### src/rtl/matmul_controller_nxn.sv
// Operand buffer and feed sequencer for an external NxN output-stationary
// systolic array. Buffers A and B element-by-element, streams them with
// diagonal skew, captures the accumulator results and presents them one
// DW-bit lane at a time.
// The handshake input is named release_req because release is a reserved word.
module matmul_controller_nxn #(
  parameter int N     = 2,
  parameter int DW    = 8,
  parameter int ACC_W = 18,
  parameter int IW    = $clog2(N),
  parameter int LANES = (ACC_W + DW - 1) / DW,
  parameter int LW    = ($clog2(LANES) > 1) ? $clog2(LANES) : 1
) (
  input  logic                   clk,
  input  logic                   rst_n,
  input  logic                   load_en,
  input  logic                   load_sel_ab,
  input  logic [IW-1:0]          load_row,
  input  logic [IW-1:0]          load_col,
  input  logic [DW-1:0]          in_data,
  input  logic                   acc_mode,
  input  logic                   clear_acc,
  input  logic                   release_req,
  input  logic                   output_en,
  input  logic [2*IW-1:0]        output_sel,
  input  logic [LW-1:0]          lane_sel,
  output logic [N*DW-1:0]        a_feed,
  output logic [N*DW-1:0]        b_feed,
  output logic                   clear,
  input  logic [N*N*ACC_W-1:0]   c_flat,
  output logic [DW-1:0]          out_data,
  output logic                   busy,
  output logic                   done
);

  localparam int CW = $clog2(3 * N);
  localparam logic [CW-1:0] T_LAST = CW'(3 * N - 3);

  typedef enum logic [1:0] {S_IDLE, S_FEED, S_CAPTURE, S_OUTPUT} state_t;

  state_t                 state, state_nxt;
  logic [CW-1:0]          t_cnt;
  logic [DW-1:0]          a_buf [N][N];
  logic [DW-1:0]          b_buf [N][N];
  logic [N*N-1:0]         a_ld, b_ld;
  logic [N*N*ACC_W-1:0]   c_reg;
  logic                   load_ok;
  logic [ACC_W-1:0]       c_sel;
  logic [LANES*DW-1:0]    lanes_pad;

  assign load_ok = (state == S_IDLE) && load_en;

  // State register and skew counter; counter is zero outside FEED
  always_ff @(posedge clk) begin
    if (!rst_n) begin
      state <= S_IDLE;
      t_cnt <= '0;
    end else begin
      state <= state_nxt;
      t_cnt <= (state == S_FEED && t_cnt != T_LAST) ? t_cnt + 1'b1 : '0;
    end
  end

  // Per-element loaded flags, cleared when the host releases the results
  always_ff @(posedge clk) begin
    if (!rst_n) begin
      a_ld <= '0;
      b_ld <= '0;
    end else if (state == S_OUTPUT && release_req) begin
      a_ld <= '0;
      b_ld <= '0;
    end else if (load_ok) begin
      for (int unsigned i = 0; i < N; i++)
        for (int unsigned j = 0; j < N; j++)
          if (load_row == IW'(i) && load_col == IW'(j)) begin
            if (load_sel_ab) b_ld[i*N+j] <= 1'b1;
            else             a_ld[i*N+j] <= 1'b1;
          end
    end
  end

  // Operand buffers (not reset; validity is tracked by the flags)
  always_ff @(posedge clk) begin
    if (load_ok) begin
      for (int unsigned i = 0; i < N; i++)
        for (int unsigned j = 0; j < N; j++)
          if (load_row == IW'(i) && load_col == IW'(j)) begin
            if (load_sel_ab) b_buf[i][j] <= in_data;
            else             a_buf[i][j] <= in_data;
          end
    end
  end

  // Result capture at the closing edge of CAPTURE; held until the next run
  always_ff @(posedge clk) begin
    if (!rst_n)                  c_reg <= '0;
    else if (state == S_CAPTURE) c_reg <= c_flat;
  end

  // Next-state logic
  always_comb begin
    state_nxt = state;
    case (state)
      S_IDLE:    if (&a_ld && &b_ld) state_nxt = S_FEED;
      S_FEED:    if (t_cnt == T_LAST) state_nxt = S_CAPTURE;
      S_CAPTURE: state_nxt = S_OUTPUT;
      S_OUTPUT:  if (release_req) state_nxt = S_IDLE;
      default:   state_nxt = S_IDLE;
    endcase
  end

  // Status, array clear and skewed operand feeds (row i lags by i, column j by j)
  always_comb begin
    busy   = (state == S_FEED) || (state == S_CAPTURE);
    done   = (state == S_OUTPUT);
    clear  = ((state == S_IDLE) && clear_acc) ||
             ((state == S_OUTPUT) && release_req && !acc_mode);
    a_feed = '0;
    b_feed = '0;
    if (state == S_FEED) begin
      for (int unsigned i = 0; i < N; i++)
        for (int unsigned k = 0; k < N; k++)
          if (32'(t_cnt) == i + k) begin
            a_feed[i*DW +: DW] = a_buf[i][k];
            b_feed[i*DW +: DW] = b_buf[k][i];
          end
    end
  end

  // Readout mux: result select, zero-pad to whole lanes, then lane select
  always_comb begin
    c_sel = '0;
    for (int unsigned s = 0; s < N * N; s++)
      if (32'(output_sel) == s) c_sel = c_reg[s*ACC_W +: ACC_W];
    lanes_pad = '0;
    lanes_pad[ACC_W-1:0] = c_sel;
    out_data = '0;
    if (state == S_OUTPUT && output_en) begin
      for (int unsigned l = 0; l < LANES; l++)
        if (32'(lane_sel) == l) out_data = lanes_pad[l*DW +: DW];
    end
  end

endmodule
### config.mk
export PLATFORM = sky130hd
export DESIGN_NAME = matmul_controller_nxn
export DESIGN_NICKNAME = d
export VERILOG_FILES = /design/src/rtl/matmul_controller_nxn.sv
export SDC_FILE = /design/constraint.sdc
export NUM_CORES = 1
export LEC_CHECK = 0
export BUFFER_PORTS_ARGS = -buffer_cell sky130_fd_sc_hd__buf_2
export CAP_MARGIN = 20
export CELL_PAD_IN_SITES_DETAIL_PLACEMENT = 1
export CELL_PAD_IN_SITES_GLOBAL_PLACEMENT = 1
export CORE_UTILIZATION = 45
export CTS_BUF_LIST = sky130_fd_sc_hd__clkbuf_2 sky130_fd_sc_hd__clkbuf_4 sky130_fd_sc_hd__clkbuf_8
export CTS_CLUSTER_SIZE = 30
export DETAILED_ROUTE_END_ITERATION = 7
export HOLD_SLACK_MARGIN = 0.03
export PLACE_DENSITY_LB_ADDON = 0.1
export SETUP_SLACK_MARGIN = 0.2
export SLEW_MARGIN = 25
export SYNTH_ARGS = -nofsm -noshare
export SYNTH_HDL_FRONTEND = slang
export SYNTH_SLANG_ARGS = --single-unit
### constraint.sdc
create_clock -name clk -period 2.1 [get_ports clk]
set_clock_uncertainty 0.1 [all_clocks]
set_input_delay 0.42 -clock clk [delete_from_list [all_inputs] [get_ports clk]]
set_output_delay 0.42 -clock clk [all_outputs]
set_load 0.05 [all_outputs]
==> results of run 1 <==
==> worst reg2reg max path, stage by stage (launching register included) <==
cell	delay (ns)
dfxtp_4	0.37
inv_1	0.13
ha_4	0.17
buf_4	0.12
nand3b_1	0.17
nor2_1	0.30
buf_4	0.25
==> cells in the mapped netlist <==
library cell | number | area (µm²)
a21oi_1 | 4 | 20.0
a2111oi_2 | 1 | 15.0
nor3_1 | 2 | 10.0
buf_6 | 4 | 45.0
o221ai_1 | 1 | 8.76
o21a_1 | 8 | 60.1
o211ai_1 | 2 | 15.0
mux4_1 | 3 | 78.8
ha_1 | 9 | 113
a22o_1 | 2 | 17.5
buf_12 | 1 | 20.0
a22oi_1 | 34 | 255
nand2b_1 | 2 | 12.5
buf_2 | 12 | 60.1
buf_1 | 1 | 3.75
and2_1 | 1 | 6.26
a21boi_0 | 1 | 7.51
buf_4 | 1 | 7.51
or2_2 | 1 | 6.26
mux4_2 | 9 | 203
nand2_1 | 12 | 45.0
clkbuf_1 | 15 | 56.3
nand4_1 | 2 | 12.5
nand3b_1 | 4 | 30.0
nor3b_2 | 1 | 12.5
a21o_1 | 2 | 15.0
o21ai_0 | 4 | 20.0
o21ai_1 | 1 | 5.00
inv_1 | 8 | 30.0
nand3_1 | 3 | 15.0
dfxtp_1 | 85 | 1700
mux2i_1 | 85 | 851
edfxtp_1 | 64 | 1920
nor2b_1 | 77 | 482
a211oi_1 | 2 | 15.0
and2b_1 | 1 | 7.51
nor2_1 | 49 | 184
==> final timing paths <==
kind                                  from           end  slack (ns)  cells past startpoint
worst max-delay path              t_cnt[1]    b_feed[14]       -0.40                      7
worst min-delay path            c_flat[27]     c_reg[27]        0.12                      3
worst max register to register    state[1]  a_buf[1][13]        0.21                      6
worst min register to register     b_ld[0]       b_ld[0]        0.37                      1
==> power by group through the flow <==
stage	Clock (mW)	Combinational, mW	Sequential (mW)
detailed placement	0	0.299	3.12
CTS	2.09	0.310	3.05
global placement	0	0.289	3.12
finish	2.06	0.310	3.06
floorplan	0	0.124	3.12
global route	2.23	0.332	3.06
==> per-layer routing <==
| layer | part of all wire | GRT usage |
|---|---|---|
| met5 | 0 | 0 |
| met4 | 0.051 | 0.160 |
| met2 | 0.55 | 0.489 |
| met1 | 0.35 | 0.254 |
| met3 | 0.047 | 0.0625 |
==> layout by cell type (no fill, tap or decap), types with 3 or more instances in the layout <==
master and count:
a22oi_2 30, nand3b_1 4, a22oi_1 4, nand2_1 10, clkbuf_8 17, dfxtp_4 3
nor2_1 14, nor2_4 32, buf_6 37, inv_1 4, nand3_1 3, edfxtp_1 64
nor2_2 3, dfxtp_1 64, o21a_1 8, buf_12 9, nor2b_1 76, mux4_2 10
inv_6 4, ha_4 4, buf_8 14, clkinv_4 5, mux2i_4 4, ha_1 4
buf_2 93, dfxtp_2 18, buf_4 39, inv_4 3, mux2i_1 81
==> repair_timing <==
item	CTS	global route
endpoints found under the hold margin	0	0
buffers inserted	8	4
resized for setup	145	26
setup endpoints to repair	42	43
pin swaps	27	19
cloned	2	0
==> cells by family (layout without fill, tap and decap cells) <==
kind of cell,after synthesis,after routing,synth area share
fa+ha+maj,9,9,0.0177
buf+inv,42,233,0.0350
mux,97,97,0.178
flops,149,149,0.569
simple gates,155,155,0.129
other cells,0,1,0
compound gates,62,62,0.0713
==> cell type report <==
type | count | share of cell area
clock inverter | 14 | 0.0131
timing repair buffer | 193 | 0.178
antenna | 1 | 0.000279
multi-input combinational | 323 | 0.345
tap | 180 | 0.0251
sequential | 149 | 0.408
clock buffer | 18 | 0.0269
inverter | 8 | 0.00418
==> through the flow <==
step | utilization | setup slack, ns | hold WS (ns) | setup TNS (ns)
after global routing | 0.649 | -0.474 | 0.0953 | -14.80
after global placement | 0.575 | -0.158 | 0.346 | -0.972
after detailed placement | 0.575 | -0.210 | 0.366 | -1.13
final | 0.649 | -0.396 | 0.123 | -11.50
after floorplan | - | -0.104 | 0.340 | -0.507
after CTS | 0.641 | -0.414 | 0.0975 | -11.75
==> results.toml, run 1 <==
[finish]
multiInputGateArea_mm2 = 0.00310
regArea_mm2 = 0.00366
areaGrowthSynthToFinish_pct = 40.9
fillCellCount = 1369
final_nets = 795
drive_gt1_frac = 0.489
largest_reg_flops = 72
final_area_mm2 = 0.00897
final_cells = 886

[flow_run]
max-cap-violations = 0

[placement]
dp_hpwl_mm = 12.5
dpl-instance-area_mm2 = 0.00795
io_buffers = 136
placedCellCount = 839
place.gp.congestion = 0.815

[power]
ir_drop_mv = 0.457
power.net_switching_mw = 1.36
leakage_nw = 3.11
p_int_mw = 4.06
combinationalPowerShare = 0.057
pwr-share-clk = 0.379
powerDensity_mw_per_mm2 = 604
p_seq_frac = 0.564
power.total_mw = 5.42
p_sw_frac = 0.251

[die]
dieArea_mm2 = 0.0146
core-area_mm2 = 0.0138
io_pins = 137
start_util = 0.461
rows = 43
dieHeight_um = 121
die_width_um = 121

[detailed_routing]
vias = 4688
post_drt_via_cell_ratio = 5.29
dr.pass1.iters = 4
drc_errors = 0
wl_per_cell_um = 20.3
drtAntennaViolNets = 0
first_iter_violations = 202
finalWirelength_mm = 18.0

[logic_synthesis]
synthCells = 514
syn_nets = 617
yosysWarnings = 0
synth_area_mm2 = 0.00637
synth_seq_cells = 149
ys_seq_area_frac = 0.569
ys_types = 37
syn-mean-instance-area_um2 = 12.4

[grt]
grt_max_degree = 73
overflow = 0
grt_use_total = 0.260
grt_pass1_wl_mm = 27.8
grt_pass1_vias = 5167
antenna_found_initial = 1

[critical_path]
critPathLaunchType = "flop"
crit_family = "simple AND/OR/NAND/NOR gates"
crit_chain = "buf_4, ha_2, and2b_4, buf_12, a22oi_2, nor2_4, buf_6"
cp_data_arrival_time_ns = 1.98
critPathKind = "flop to output pin"
slowest_delay_ns = 0.33
cpMaxStageDelayCell = "dfxtp_2"
critical_path_required_ns = 1.58
critPathBufInv = 3
end_kind = "output pin"
cp_max_fo = 8

[timing]
hold_viol = 0
rsz0062_at_grt = "yes"
fmax_mhz = 401
setup_viol_count_final = 40
period_needed_ns = 2.50
setup_ws_ns = -0.396
worst_pin_slew_ns = 0.389
period_share = 1.19
finalMaxSlewViolations = 0
relSlewSlack = 0.739

[clock_network]
hold_buffers = 0
cts_max_path_buffers = 2
ctsRootBufferMaster = "clkbuf_8"
clk-insertion-delay-late_ns = 0.45
cts_tree = "yes"
clkTransAtPathRegs_ns = 0.08
cts-buffers-inserted = 17
cts-htree-levels = 4
cts_sinks = 149

[status]
status = "finished with violations"
violations = "negative setup slack"

[min_path]
worstHoldPathType = "primary input to flop"
No activity file was read; power rests on OpenSTA's default activity.
==> inputs of run 2 (changes only) <==
--- a/config.mk
+++ b/config.mk
@@ -14,7 +14,7 @@
 export CTS_CLUSTER_SIZE = 30
 export DETAILED_ROUTE_END_ITERATION = 7
 export HOLD_SLACK_MARGIN = 0.03
-export PLACE_DENSITY_LB_ADDON = 0.1
+export PLACE_DENSITY_LB_ADDON = 0.08
 export SETUP_SLACK_MARGIN = 0.2
 export SLEW_MARGIN = 25
 export SYNTH_ARGS = -nofsm -noshare
==> results.toml, run 2 (synthesis results as in run 1) <==
[timing]
fmax_mhz = 396
finalMaxSlewViolations = 0
relSlewSlack = 0.685
tns_ns = -11.42
hold_viol = 0
setup_ws_ns = -0.425
period_needed_ns = 2.53
holdWs_ns = 0.120
setup_viol_count_final = 39
period_share = 1.20
worst_pin_slew_ns = 0.472
rsz0062_at_grt = "yes"

[critical_path]
crit_family = "simple AND/OR/NAND/NOR gates"
r2r_cells = 6
critPathKind = "flop to output pin"
cp_data_arrival_time_ns = 2.01
cp_max_fo = 8
end_kind = "output pin"
r2r_setup_slack_ns = 0.24
rr_startpoint = "t_cnt[1]"
slowest_delay_ns = 0.35
critPathLaunchType = "flop"
critPathBufInv = 3
critical_path_required_ns = 1.58
crit_chain = "inv_2, ha_4, nor2b_4, and2b_4, buf_12, a22oi_2, nor2_4, buf_6"
cpMaxStageDelayCell = "dfxtp_2"
r2r_end = "state[1]"

[finish]
final_area_mm2 = 0.00887
final_core_util = 0.642
drive_gt1_frac = 0.485
areaGrowthSynthToFinish_pct = 39.3
diodes = 0
mostFrequentLayoutCell = "buf_2"
final_nets = 785
largest_reg_flops = 72
final_cell_mix = "buf_2, mux2i_1, nor2b_1"

[clock_network]
clk-insertion-delay-late_ns = 0.45
cts-htree-levels = 4
hold_buffers = 0
cts_sinks = 149
ctsRootBufferMaster = "clkbuf_8"
cts-buffers-inserted = 17
clkTransAtPathRegs_ns = 0.09
cts_tree = "yes"
cts_max_path_buffers = 2

[min_path]
min_from = "c_flat[64]"
min_to = "c_reg[64]"
whs_path_depth = 3
worstHoldPathType = "primary input to flop"

[power]
powerDensity_mw_per_mm2 = 624
ir_drop_mv = 0.414
power.total_mw = 5.54
leakage_nw = 3.05

[die]
start_util = 0.461
rows = 43
dieHeight_um = 121
dieArea_mm2 = 0.0146
io_pins = 137
core-area_mm2 = 0.0138
die_width_um = 121

[grt]
grt_pass1_wl_mm = 27.6
grt_pass1_vias = 4922
grt_max_degree = 74
grt_use_total = 0.261
antenna_found_initial = 4
overflow = 0

[status]
violations = "negative setup slack"
status = "finished with violations"

[detailed_routing]
dr.pass1.iters = 4
vias = 4631
wl_per_cell_um = 21.3
first_iter_violations = 270
drtAntennaViolNets = 0
finalWirelength_mm = 18.6
post_drt_via_cell_ratio = 5.29
drc_errors = 0

[placement]
dp_hpwl_mm = 12.8
dpl-instance-area_mm2 = 0.00789
place.gp.congestion = 0.829
io_buffers = 136

[flow_run]
max-cap-violations = 0
run 2: cell types whose count changed in the layout (fill, tap and decap cells not counted), sizes merged:
cell,delta
buf,-11
clkinv,-5
clkinvlp,+5
bufbuf,+1
bufinv,+1
clkbuf,-1
diode,-1
run 2: layer usage:
metal | up-vias | global-route usage | routed length [µm]
li1 | 2183 | - | -
met1 | 2274 | 0.267 | 6650
met2 | 130 | 0.508 | 10800
met3 | 38 | 0.0573 | 757
met4 | 6 | 0.0995 | 428
met5 | - | 0 | 39
run 2: per-stage QoR:
step / cells / worst slack (ns)
final: 875 / -0.425
after CTS: 872 / -0.411
after detailed placement: 831 / -0.169
after global placement: 831 / -0.160
after floorplan: 514 / -0.104
after global routing: 875 / -0.479
run 2: worst max path at each step:
stage | cells past startpoint | startpoint | slack, ns | endpoint
6_report | 8 | t_cnt[1] | -0.43 | b_feed[11]
5_1_grt | 8 | t_cnt[1] | -0.48 | b_feed[11]
2_1_floorplan | 6 | output_sel[0] | -0.10 | out_data[2]
3_3_place_gp | 6 | output_sel[0] | -0.16 | out_data[7]
3_5_place_dp | 7 | output_sel[0] | -0.17 | out_data[2]
4_1_cts | 8 | t_cnt[1] | -0.41 | b_feed[14]
run 2: area by class of cell:
class | count | area, µm²
clock buffer | 17 | 234
fill | 1373 | 4950
clock inverter | 15 | 145
tap | 180 | 225
timing repair buffer | 183 | 1510
inverter | 8 | 35.0
multi-input combinational | 323 | 3070
sequential | 149 | 3660
run 2: timing repair:
action	CTS	global route
setup endpoints to repair	43	42
resized for setup	110	57
pin swaps	23	14
buffers inserted	7	3
cloned	2	0
run 2: power by group:
part / leakage, nW / internal [mW] / switching, mW
combinational: 1.60 / 0.145 / 0.155
sequential: 1.28 / 3.04 / 0.0141
clock: 0.176 / 0.964 / 1.22
run 2: worst register-to-register path, delay by kind of cell (launching register included):
kind | cells | cell delay (ns)
compound gates | 1 | 0.40
fa+ha+maj | 2 | 0.39
buf+inv | 2 | 0.26
flops | 1 | 0.34
mux | 1 | 0.28
